$ cat config.mk
export PLATFORM = sky130hd
export DESIGN_NAME = alu_share_arbiter_flat
export DESIGN_NICKNAME = d
export VERILOG_FILES = /design/src/rtl/alu_share_arbiter_if.sv /design/src/rtl/alu_share_arbiter.sv /design/src/flat_wrapper.sv
export SDC_FILE = /design/constraint.sdc
export NUM_CORES = 1
export LEC_CHECK = 0
export CAP_MARGIN = 20
export CELL_PAD_IN_SITES_DETAIL_PLACEMENT = 0
export CELL_PAD_IN_SITES_GLOBAL_PLACEMENT = 2
export CORE_MARGIN = 5
export CORE_UTILIZATION = 24
export DETAILED_ROUTE_END_ITERATION = 6
export PLACE_DENSITY_LB_ADDON = 0.1
export SLEW_MARGIN = 5
export SYNTH_ARGS = -nofsm -noshare
export SYNTH_HDL_FRONTEND = slang
export SYNTH_SLANG_ARGS = --single-unit
$ cat constraint.sdc
create_clock -name clk -period 4.8 [get_ports clk]
set_input_delay 0.96 -clock clk [delete_from_list [all_inputs] [get_ports clk]]
set_output_delay 0.96 -clock clk [all_outputs]
set_load 0.03 [all_outputs]
$ cat src/rtl/alu_share_arbiter_if.sv
// Requester-side bundle for the shared ALU: request handshake plus response handshake.
// The arbiter takes the slave modport; each requester takes the master modport.
interface alu_share_arbiter_if #(
   parameter int unsigned WIDTH = 32
);
   logic             req_valid;
   logic             req_ready;
   logic [3:0]       req_op;
   logic [WIDTH-1:0] req_a;
   logic [WIDTH-1:0] req_b;
   logic             resp_valid;
   logic             resp_ready;
   logic [WIDTH-1:0] resp_result;
   logic             resp_zero;
   logic             resp_err;

   modport master (
      output req_valid, req_op, req_a, req_b, resp_ready,
      input  req_ready, resp_valid, resp_result, resp_zero, resp_err
   );

   modport slave (
      input  req_valid, req_op, req_a, req_b, resp_ready,
      output req_ready, resp_valid, resp_result, resp_zero, resp_err
   );
endinterface

$ cat src/rtl/alu_share_arbiter.sv
// Round-robin sharing of one ALU_32 between two requesters, one operation in flight.
// Operands stay registered on the ALU until the next grant; results go back per port.
module alu_share_arbiter #(
   parameter int unsigned WIDTH       = 32,
   parameter int unsigned ALU_LATENCY = 1
) (
   input  logic             clk,
   input  logic             reset,
   alu_share_arbiter_if.slave req0,
   alu_share_arbiter_if.slave req1,
   output logic [3:0]       alu_op,
   output logic [WIDTH-1:0] alu_left,
   output logic [WIDTH-1:0] alu_right,
   input  logic [WIDTH-1:0] alu_result,
   input  logic             alu_zero,
   output logic             busy
);

   localparam int unsigned CNT_W = 4;

   typedef enum logic [1:0] {S_IDLE, S_EXEC, S_RESP} state_t;

   state_t           r_state;
   state_t           w_next;
   logic             r_ptr;
   logic             r_gnt;
   logic [CNT_W-1:0] r_cnt;
   logic [3:0]       r_alu_op;
   logic [WIDTH-1:0] r_alu_left;
   logic [WIDTH-1:0] r_alu_right;
   logic [1:0]       r_rv;
   logic [1:0]       r_rz;
   logic [1:0]       r_re;
   logic [WIDTH-1:0] r_rres [2];

   logic             w_idle;
   logic             w_gnt0;
   logic             w_gnt1;
   logic             w_hs;
   logic             w_sel;
   logic [3:0]       w_op;
   logic [WIDTH-1:0] w_a;
   logic [WIDTH-1:0] w_b;
   logic             w_legal;
   logic             w_resp_ack;

   // Grant: a lone requester wins, otherwise the pointer decides
   assign w_idle  = (r_state == S_IDLE);
   assign w_gnt0  = w_idle && req0.req_valid && (!req1.req_valid || !r_ptr);
   assign w_gnt1  = w_idle && req1.req_valid && (!req0.req_valid ||  r_ptr);
   assign w_hs    = w_gnt0 || w_gnt1;
   assign w_sel   = w_gnt1;
   assign w_op    = w_sel ? req1.req_op : req0.req_op;
   assign w_a     = w_sel ? req1.req_a  : req0.req_a;
   assign w_b     = w_sel ? req1.req_b  : req0.req_b;
   assign w_resp_ack = r_gnt ? req1.resp_ready : req0.resp_ready;

   always_comb begin
      w_legal = 1'b0;
      case (w_op)
         4'd0, 4'd1, 4'd2, 4'd6, 4'd7, 4'd12: w_legal = 1'b1;
         default:                             w_legal = 1'b0;
      endcase
   end

   always_ff @(posedge clk) begin
      if (reset) r_state <= S_IDLE;
      else       r_state <= w_next;
   end

   always_comb begin
      w_next = r_state;
      case (r_state)
         S_IDLE: if (w_hs) w_next = w_legal ? S_EXEC : S_RESP;
         S_EXEC: if (r_cnt == '0) w_next = S_RESP;
         S_RESP: if (w_resp_ack) w_next = S_IDLE;
         default: w_next = S_IDLE;
      endcase
   end

   // Operand capture, latency countdown and per-port response registers
   always_ff @(posedge clk) begin
      if (reset) begin
         r_ptr       <= 1'b0;
         r_gnt       <= 1'b0;
         r_cnt       <= '0;
         r_alu_op    <= '0;
         r_alu_left  <= '0;
         r_alu_right <= '0;
         r_rv        <= '0;
         r_rz        <= '0;
         r_re        <= '0;
         r_rres[0]   <= '0;
         r_rres[1]   <= '0;
      end else begin
         if (w_hs) begin
            r_ptr <= ~w_sel;
            r_gnt <= w_sel;
            if (w_legal) begin
               r_alu_op    <= w_op;
               r_alu_left  <= w_a;
               r_alu_right <= w_b;
               r_cnt       <= CNT_W'(ALU_LATENCY);
            end else begin
               r_rv[w_sel]   <= 1'b1;
               r_rres[w_sel] <= '0;
               r_rz[w_sel]   <= 1'b1;
               r_re[w_sel]   <= 1'b1;
            end
         end
         if (r_state == S_EXEC) begin
            if (r_cnt == '0) begin
               r_rv[r_gnt]   <= 1'b1;
               r_rres[r_gnt] <= alu_result;
               r_rz[r_gnt]   <= alu_zero;
               r_re[r_gnt]   <= 1'b0;
            end else begin
               r_cnt <= r_cnt - CNT_W'(1);
            end
         end
         if ((r_state == S_RESP) && w_resp_ack) begin
            r_rv[r_gnt]   <= 1'b0;
            r_rres[r_gnt] <= '0;
            r_rz[r_gnt]   <= 1'b0;
            r_re[r_gnt]   <= 1'b0;
         end
      end
   end

   assign req0.req_ready   = w_gnt0;
   assign req1.req_ready   = w_gnt1;
   assign req0.resp_valid  = r_rv[0];
   assign req0.resp_result = r_rres[0];
   assign req0.resp_zero   = r_rz[0];
   assign req0.resp_err    = r_re[0];
   assign req1.resp_valid  = r_rv[1];
   assign req1.resp_result = r_rres[1];
   assign req1.resp_zero   = r_rz[1];
   assign req1.resp_err    = r_re[1];
   assign alu_op    = r_alu_op;
   assign alu_left  = r_alu_left;
   assign alu_right = r_alu_right;
   assign busy      = !w_idle;

endmodule

$ cat src/flat_wrapper.sv
// flat-port wrapper written by rule: the top's interface ports become plain ports
module alu_share_arbiter_flat 
#(
   parameter int unsigned WIDTH       = 32,
   parameter int unsigned ALU_LATENCY = 1
)
  (clk, reset, alu_op, alu_left, alu_right, alu_result, alu_zero, busy, req0_req_valid, req0_req_op, req0_req_a, req0_req_b, req0_resp_ready, req0_req_ready, req0_resp_valid, req0_resp_result, req0_resp_zero, req0_resp_err, req1_req_valid, req1_req_op, req1_req_a, req1_req_b, req1_resp_ready, req1_req_ready, req1_resp_valid, req1_resp_result, req1_resp_zero, req1_resp_err);
  alu_share_arbiter_if #(.WIDTH(WIDTH)) req0_i ();
  alu_share_arbiter_if #(.WIDTH(WIDTH)) req1_i ();
  input  logic clk;
  input  logic reset;
  output logic [3:0] alu_op;
  output logic [WIDTH-1:0] alu_left;
  output logic [WIDTH-1:0] alu_right;
  input  logic [WIDTH-1:0] alu_result;
  input  logic alu_zero;
  output logic busy;
  input wire logic [$bits(req0_i.req_valid)-1:0] req0_req_valid;
  input wire logic [$bits(req0_i.req_op)-1:0] req0_req_op;
  input wire logic [$bits(req0_i.req_a)-1:0] req0_req_a;
  input wire logic [$bits(req0_i.req_b)-1:0] req0_req_b;
  input wire logic [$bits(req0_i.resp_ready)-1:0] req0_resp_ready;
  output wire logic [$bits(req0_i.req_ready)-1:0] req0_req_ready;
  output wire logic [$bits(req0_i.resp_valid)-1:0] req0_resp_valid;
  output wire logic [$bits(req0_i.resp_result)-1:0] req0_resp_result;
  output wire logic [$bits(req0_i.resp_zero)-1:0] req0_resp_zero;
  output wire logic [$bits(req0_i.resp_err)-1:0] req0_resp_err;
  input wire logic [$bits(req1_i.req_valid)-1:0] req1_req_valid;
  input wire logic [$bits(req1_i.req_op)-1:0] req1_req_op;
  input wire logic [$bits(req1_i.req_a)-1:0] req1_req_a;
  input wire logic [$bits(req1_i.req_b)-1:0] req1_req_b;
  input wire logic [$bits(req1_i.resp_ready)-1:0] req1_resp_ready;
  output wire logic [$bits(req1_i.req_ready)-1:0] req1_req_ready;
  output wire logic [$bits(req1_i.resp_valid)-1:0] req1_resp_valid;
  output wire logic [$bits(req1_i.resp_result)-1:0] req1_resp_result;
  output wire logic [$bits(req1_i.resp_zero)-1:0] req1_resp_zero;
  output wire logic [$bits(req1_i.resp_err)-1:0] req1_resp_err;
  assign req0_i.req_valid = req0_req_valid;
  assign req0_i.req_op = req0_req_op;
  assign req0_i.req_a = req0_req_a;
  assign req0_i.req_b = req0_req_b;
  assign req0_i.resp_ready = req0_resp_ready;
  assign req0_req_ready = req0_i.req_ready;
  assign req0_resp_valid = req0_i.resp_valid;
  assign req0_resp_result = req0_i.resp_result;
  assign req0_resp_zero = req0_i.resp_zero;
  assign req0_resp_err = req0_i.resp_err;
  assign req1_i.req_valid = req1_req_valid;
  assign req1_i.req_op = req1_req_op;
  assign req1_i.req_a = req1_req_a;
  assign req1_i.req_b = req1_req_b;
  assign req1_i.resp_ready = req1_resp_ready;
  assign req1_req_ready = req1_i.req_ready;
  assign req1_resp_valid = req1_i.resp_valid;
  assign req1_resp_result = req1_i.resp_result;
  assign req1_resp_zero = req1_i.resp_zero;
  assign req1_resp_err = req1_i.resp_err;
  alu_share_arbiter #(.WIDTH(WIDTH), .ALU_LATENCY(ALU_LATENCY)) u_core (.clk(clk), .reset(reset), .req0(req0_i), .req1(req1_i), .alu_op(alu_op), .alu_left(alu_left), .alu_right(alu_right), .alu_result(alu_result), .alu_zero(alu_zero), .busy(busy));
endmodule
== Yosys cells after proc, flatten, opt, wreduce, memory -nomap -nowiden ==
Memory sizes are Yosys's and may differ from the RTL's.
Cells that the tools add are included.
Storage, ports and cells
  memory bits (read-only): 0
  register bits after elaboration: 82
  latch bits: 0
  memory bits (writable): 64
  output and inout port bits: 141
  memories: 1
Memory list
  u_core.r_rres: words 2, width 32, read ports 2, clocked after Yosys merged registers in 0, write ports 2, RTL line alu_share_arbiter.sv:34  | logic [WIDTH-1:0] r_rres [2];
Cells by class
  order comparisons: 4
  shifts and indexed selects: 0
  add/subtract/negate cells: 1
  multipliers: 0
  muxes and demuxes: 60
  reduce and logical (&&, ||, !) cells: 22
  equality and inequality tests: 10
  divide/modulo/power cells: 0
  bitwise logic cells: 11
Operators with widths (number)
  2-to-1 mux 32 bit: 5
  OR reduction 32 bit: 2
  2-to-1 mux 2 bit: 25
  2-to-1 mux 1 bit: 21
  2-to-1 mux 4 bit: 5
  AND 2 bit: 4
  == test 4 x 3 -> 1 bit, second input constant: 2
  logical NOT 4 bit: 2
  OR 2 bit: 4
  logical AND 1 bit: 7
  case mux 2 bit (3 select lines): 1
  OR reduction 6 bit: 1
  == test 4 x 1 -> 1 bit, second input constant: 1
  == test 4 x 2 -> 1 bit, second input constant: 1
  == test 4 bit, second input constant: 1
  logical NOT 1 bit: 4
  less-than comparator 1 x 2 -> 1 bit, second input constant: 2
  != test 2 x 1 -> 1 bit, second input constant: 2
  subtractor 4 x 1 -> 4 bit, second input constant: 1
  logical OR 1 bit: 3
  AND reduction 3 bit: 1
  bitwise mux 2 bit: 1
  demux 1 bit (select 1 bit): 2
  == test 2 x 1 -> 1 bit, second input constant: 1
  other kinds (8): 9

== Longest topological paths before layout ==
  depth in word-level cells: 17
  depth in mapped cells: 7
  gate-level depth less buffers: 6

== Least setup slack after synthesis ==
Ideal clock, no wire load.
  path type: in2reg
  from: input port req1_req_valid
  to: memory u_core.r_rres[1][0] (enable)
  data required time: 4334 ps
  stages on the path: 4
  path slack: 527 ps
  arrival: 3807 ps
  cells stage by stage: nor3b_2 -> nand2_2 -> clkbuf_1 -> o21ai_0
RTL lines
  from (decl): RTL line flat_wrapper.sv:28  | input wire logic [$bits(req1_i.req_valid)-1:0] req1_req_valid;
  to (decl): RTL line alu_share_arbiter.sv:34

== Final worst setup path ==
  from: input port req0_req_valid
  to: output port req0_req_ready
Between the ends
  cells in the longest elaborated chain, start to end: 2
RTL lines
  from (decl): RTL line flat_wrapper.sv:18  | input wire logic [$bits(req0_i.req_valid)-1:0] req0_req_valid;
  logical AND 1 bit (2 in series): RTL line alu_share_arbiter.sv:49  | assign w_gnt0 = w_idle && req0.req_valid && (!req1.req_valid || !r_ptr);
  to (decl): RTL line flat_wrapper.sv:23  | output wire logic [$bits(req0_i.req_ready)-1:0] req0_req_ready;
Every way passes these cells.

==> reports/summary.txt <==
status = finished, final reports clean
pin slew with the least headroom to its limit = 1.06 ns
post-synthesis cell count = 631
Fin Setup TNS = 0 ns
Worst EP required = 3.84 ns
Layout Utilization = 39.1%
CTS sink count = 146
post-CTS sizing = 0
Chip Width = 176 um
final setup vio count = 0
die height = 176 um
Post-synth EDFFs = 64
# hold bufs at CTS = 0
fin crit share = 78.0%
Crit. End Element = output port
total of max-cap violations = 0
critical path cell sequence = clkdlybuf4s50_1 -> or3b_1 -> a21oi_4 -> clkdlybuf4s50_1
Buf/Inv on CP = 2
total number of vias = 6285
WP data arrival = 2.78 ns
clk root buf = clkbuf_16
crit path max fanout = 4
layout cells sized above 1 = 6.61%
Fin. Hold Viols = 0
first-pass GRT wire length = 38.7 mm
fin. max-slew vios = 0
Yosys warnings = 0
nets@finish = 1086
fraction of registers with async set/reset = 0%
largest net degree at the start of global routing = 91
vias per std cell = 4.97
Synth area leaders = edfxtp_1 29%, dfxtp_1 25%, a221oi_1 9.0%
WL final = 25.1 mm
area leader, netlist = edfxtp_1
combinational power share = 31.5%
count leader, synth = nand2_1
Sw Ratio = 35.0%
flops & latches, synth = 146
syn nets = 807
layout overhead on the synthesized area = 60.2%
Worst Clk Skew = 0.0101 ns
GP Congestion = 0.750
family with the most delay on the worst path = buffers and inverters
total internal power = 2.72 mW
Rows = 60
most frequent CP cell = clkdlybuf4s50_1
Pleak = 3.71 nW
Total GRT Usage = 15.8%
slew margin rel. = 29.6%
# diodes = 0
critical path class = input port to output port
Yosys cell types = 47
Layout fillers = 2683
switching pwr = 1.47 mW
CTS tree = done
share of the synthesized area in the top cell type = 29.1%
startpoint types = input port
Final Power = 4.18 mW
Crit-path slowest cell = clkdlybuf4s50_1
Die Area = 30900 sq um
dominant synthesized flop cell = dfxtp_1
Pwr Density = 396 nW/um^2
synthesized area = 6600 sq um
IO Pins = 316
number of global-route vias before repair = 6553
grt ovf = 0
TritonCTS buffer count = 17
I/O Buffers = 315
register area share after synthesis = 54.0%
Initial Util = 24.4%
average wire per cell in the routed design = 19.9 um
CP max stage delay = 0.71 ns
drt pass-1 iters = 5
worst vdd ir = 0.202 mV
Reg power frac = 36.8%
clock tree buffer depth = 2
worst min path class = flip-flop to flip-flop
htree depth = 4
antenna viol nets, final = 0
minimum clock period after layout = 3.74 ns
dpl hpwl = 17.2 mm
Core Footprint = 27000 sq um
drt drc = 0
Clock transition at path regs = 0.06 ns
Setup Fix Bufs, Post-CTS = 0
Clk pwr share = 31.7%
RSZ-0062 raised after global routing = no
initial drt markers = 268
fmax = 0.267 GHz
syn avg cell area = 10.5 sq um
Skew-Pair Late Insertion Delay = 0.43 ns
initial antenna violation count = 0
Synth top cells by count = 139 x nand2_1, 82 x dfxtp_1, 68 x a221oi_1, 68 x a311oi_1
==> layer usage <==
layer | vias up | wire length [um] | GRT usage, %
met4 | 0 | 194 | 2.92
met5 | - | 0 | 0
met1 | 3076 | 10400 | 19.0
met3 | 13 | 2130 | 6.33
met2 | 231 | 12300 | 27.0
li1 | 2965 | - | -
==> power groups by stage <==
stage               Combinational, mW  Sequential [mW]  Clock, mW
floorplan                       0.449             1.86          0
global placement                 1.33             1.56          0
detailed placement               1.33             1.56          0
CTS                              1.34             1.54       1.37
global route                     1.40             1.56       1.43
finish                           1.32             1.54       1.33
==> registers in the layout, summed over array words and instances, names as in the netlist <==
register          flops
u_core.r_rv           2
u_core.r_state        2
u_core.r_gnt          1
u_core.alu_right     32
u_core.alu_op         4
u_core.r_rres        64
u_core.r_cnt          4
u_core.r_rz           2
u_core.r_ptr          1
u_core.alu_left      32
u_core.r_re           2
==> metrics by stage <==
step | instance area [sq um] | hold WS (ns) | setup WS [ns] | std cells
global route | 10600 | 0.513 | 0.982 | 1264
finish | 10600 | 0.488 | 1.06 | 1264
CTS | 10600 | 0.499 | 1.04 | 1264
global placement | 9980 | 0.456 | 1.06 | 1232
detailed placement | 9980 | 0.483 | 1.04 | 1232
floorplan | 6600 | 0.463 | 0.527 | 631
==> path summary, 6_finish.rpt <==
kind	to	slack (ns)	from	cells past startpoint
setup / recovery	req0_req_ready	1.06	req0_req_valid	4
hold / removal	u_core.r_rv[1]	0.49	u_core.r_rv[1]	1
setup reg to reg	u_core.alu_right[15]	2.28	u_core.r_state[0]	6
hold reg to reg	u_core.r_rv[1]	0.49	u_core.r_rv[1]	1
==> cell families after synthesis <==
family,after synthesis,share of synthesized area [%]
fa+ha+maj,1,0.190
mux,3,0.474
simple gates,237,17.7
compound gates,169,21.8
flops,146,54.0
buf+inv,73,5.48
xor+xnor,2,0.266
==> layout make-up <==
class | instances | area (sq um) | share of cell area (%)
clock inverters | 15 | 160 | 1.52
clock buffers | 17 | 425 | 4.03
well taps | 341 | 427 | 4.04
inverters | 5 | 21.3 | 0.201
multi-input cells | 412 | 2700 | 25.6
flip-flops and latches | 146 | 3560 | 33.7
repair buffers | 328 | 3270 | 30.9
==> placed cells by master, fill, tap and decap left out, types with 3 or more instances in the layout <==
cell type	count
buf_4	13
edfxtp_1	64
inv_6	3
a311oi_1	68
nor2b_1	3
clkdlybuf4s50_1	313
nand2b_1	6
and2_1	64
nor2_1	6
o31a_1	4
a221oi_1	68
a21oi_1	6
clkinvlp_4	3
a31oi_1	4
clkbuf_16	17
nand2_1	139
dfxtp_1	82
inv_1	4
inv_8	7
nand4bb_1	3
o21a_1	4
(Power assumes the default switching activity.)
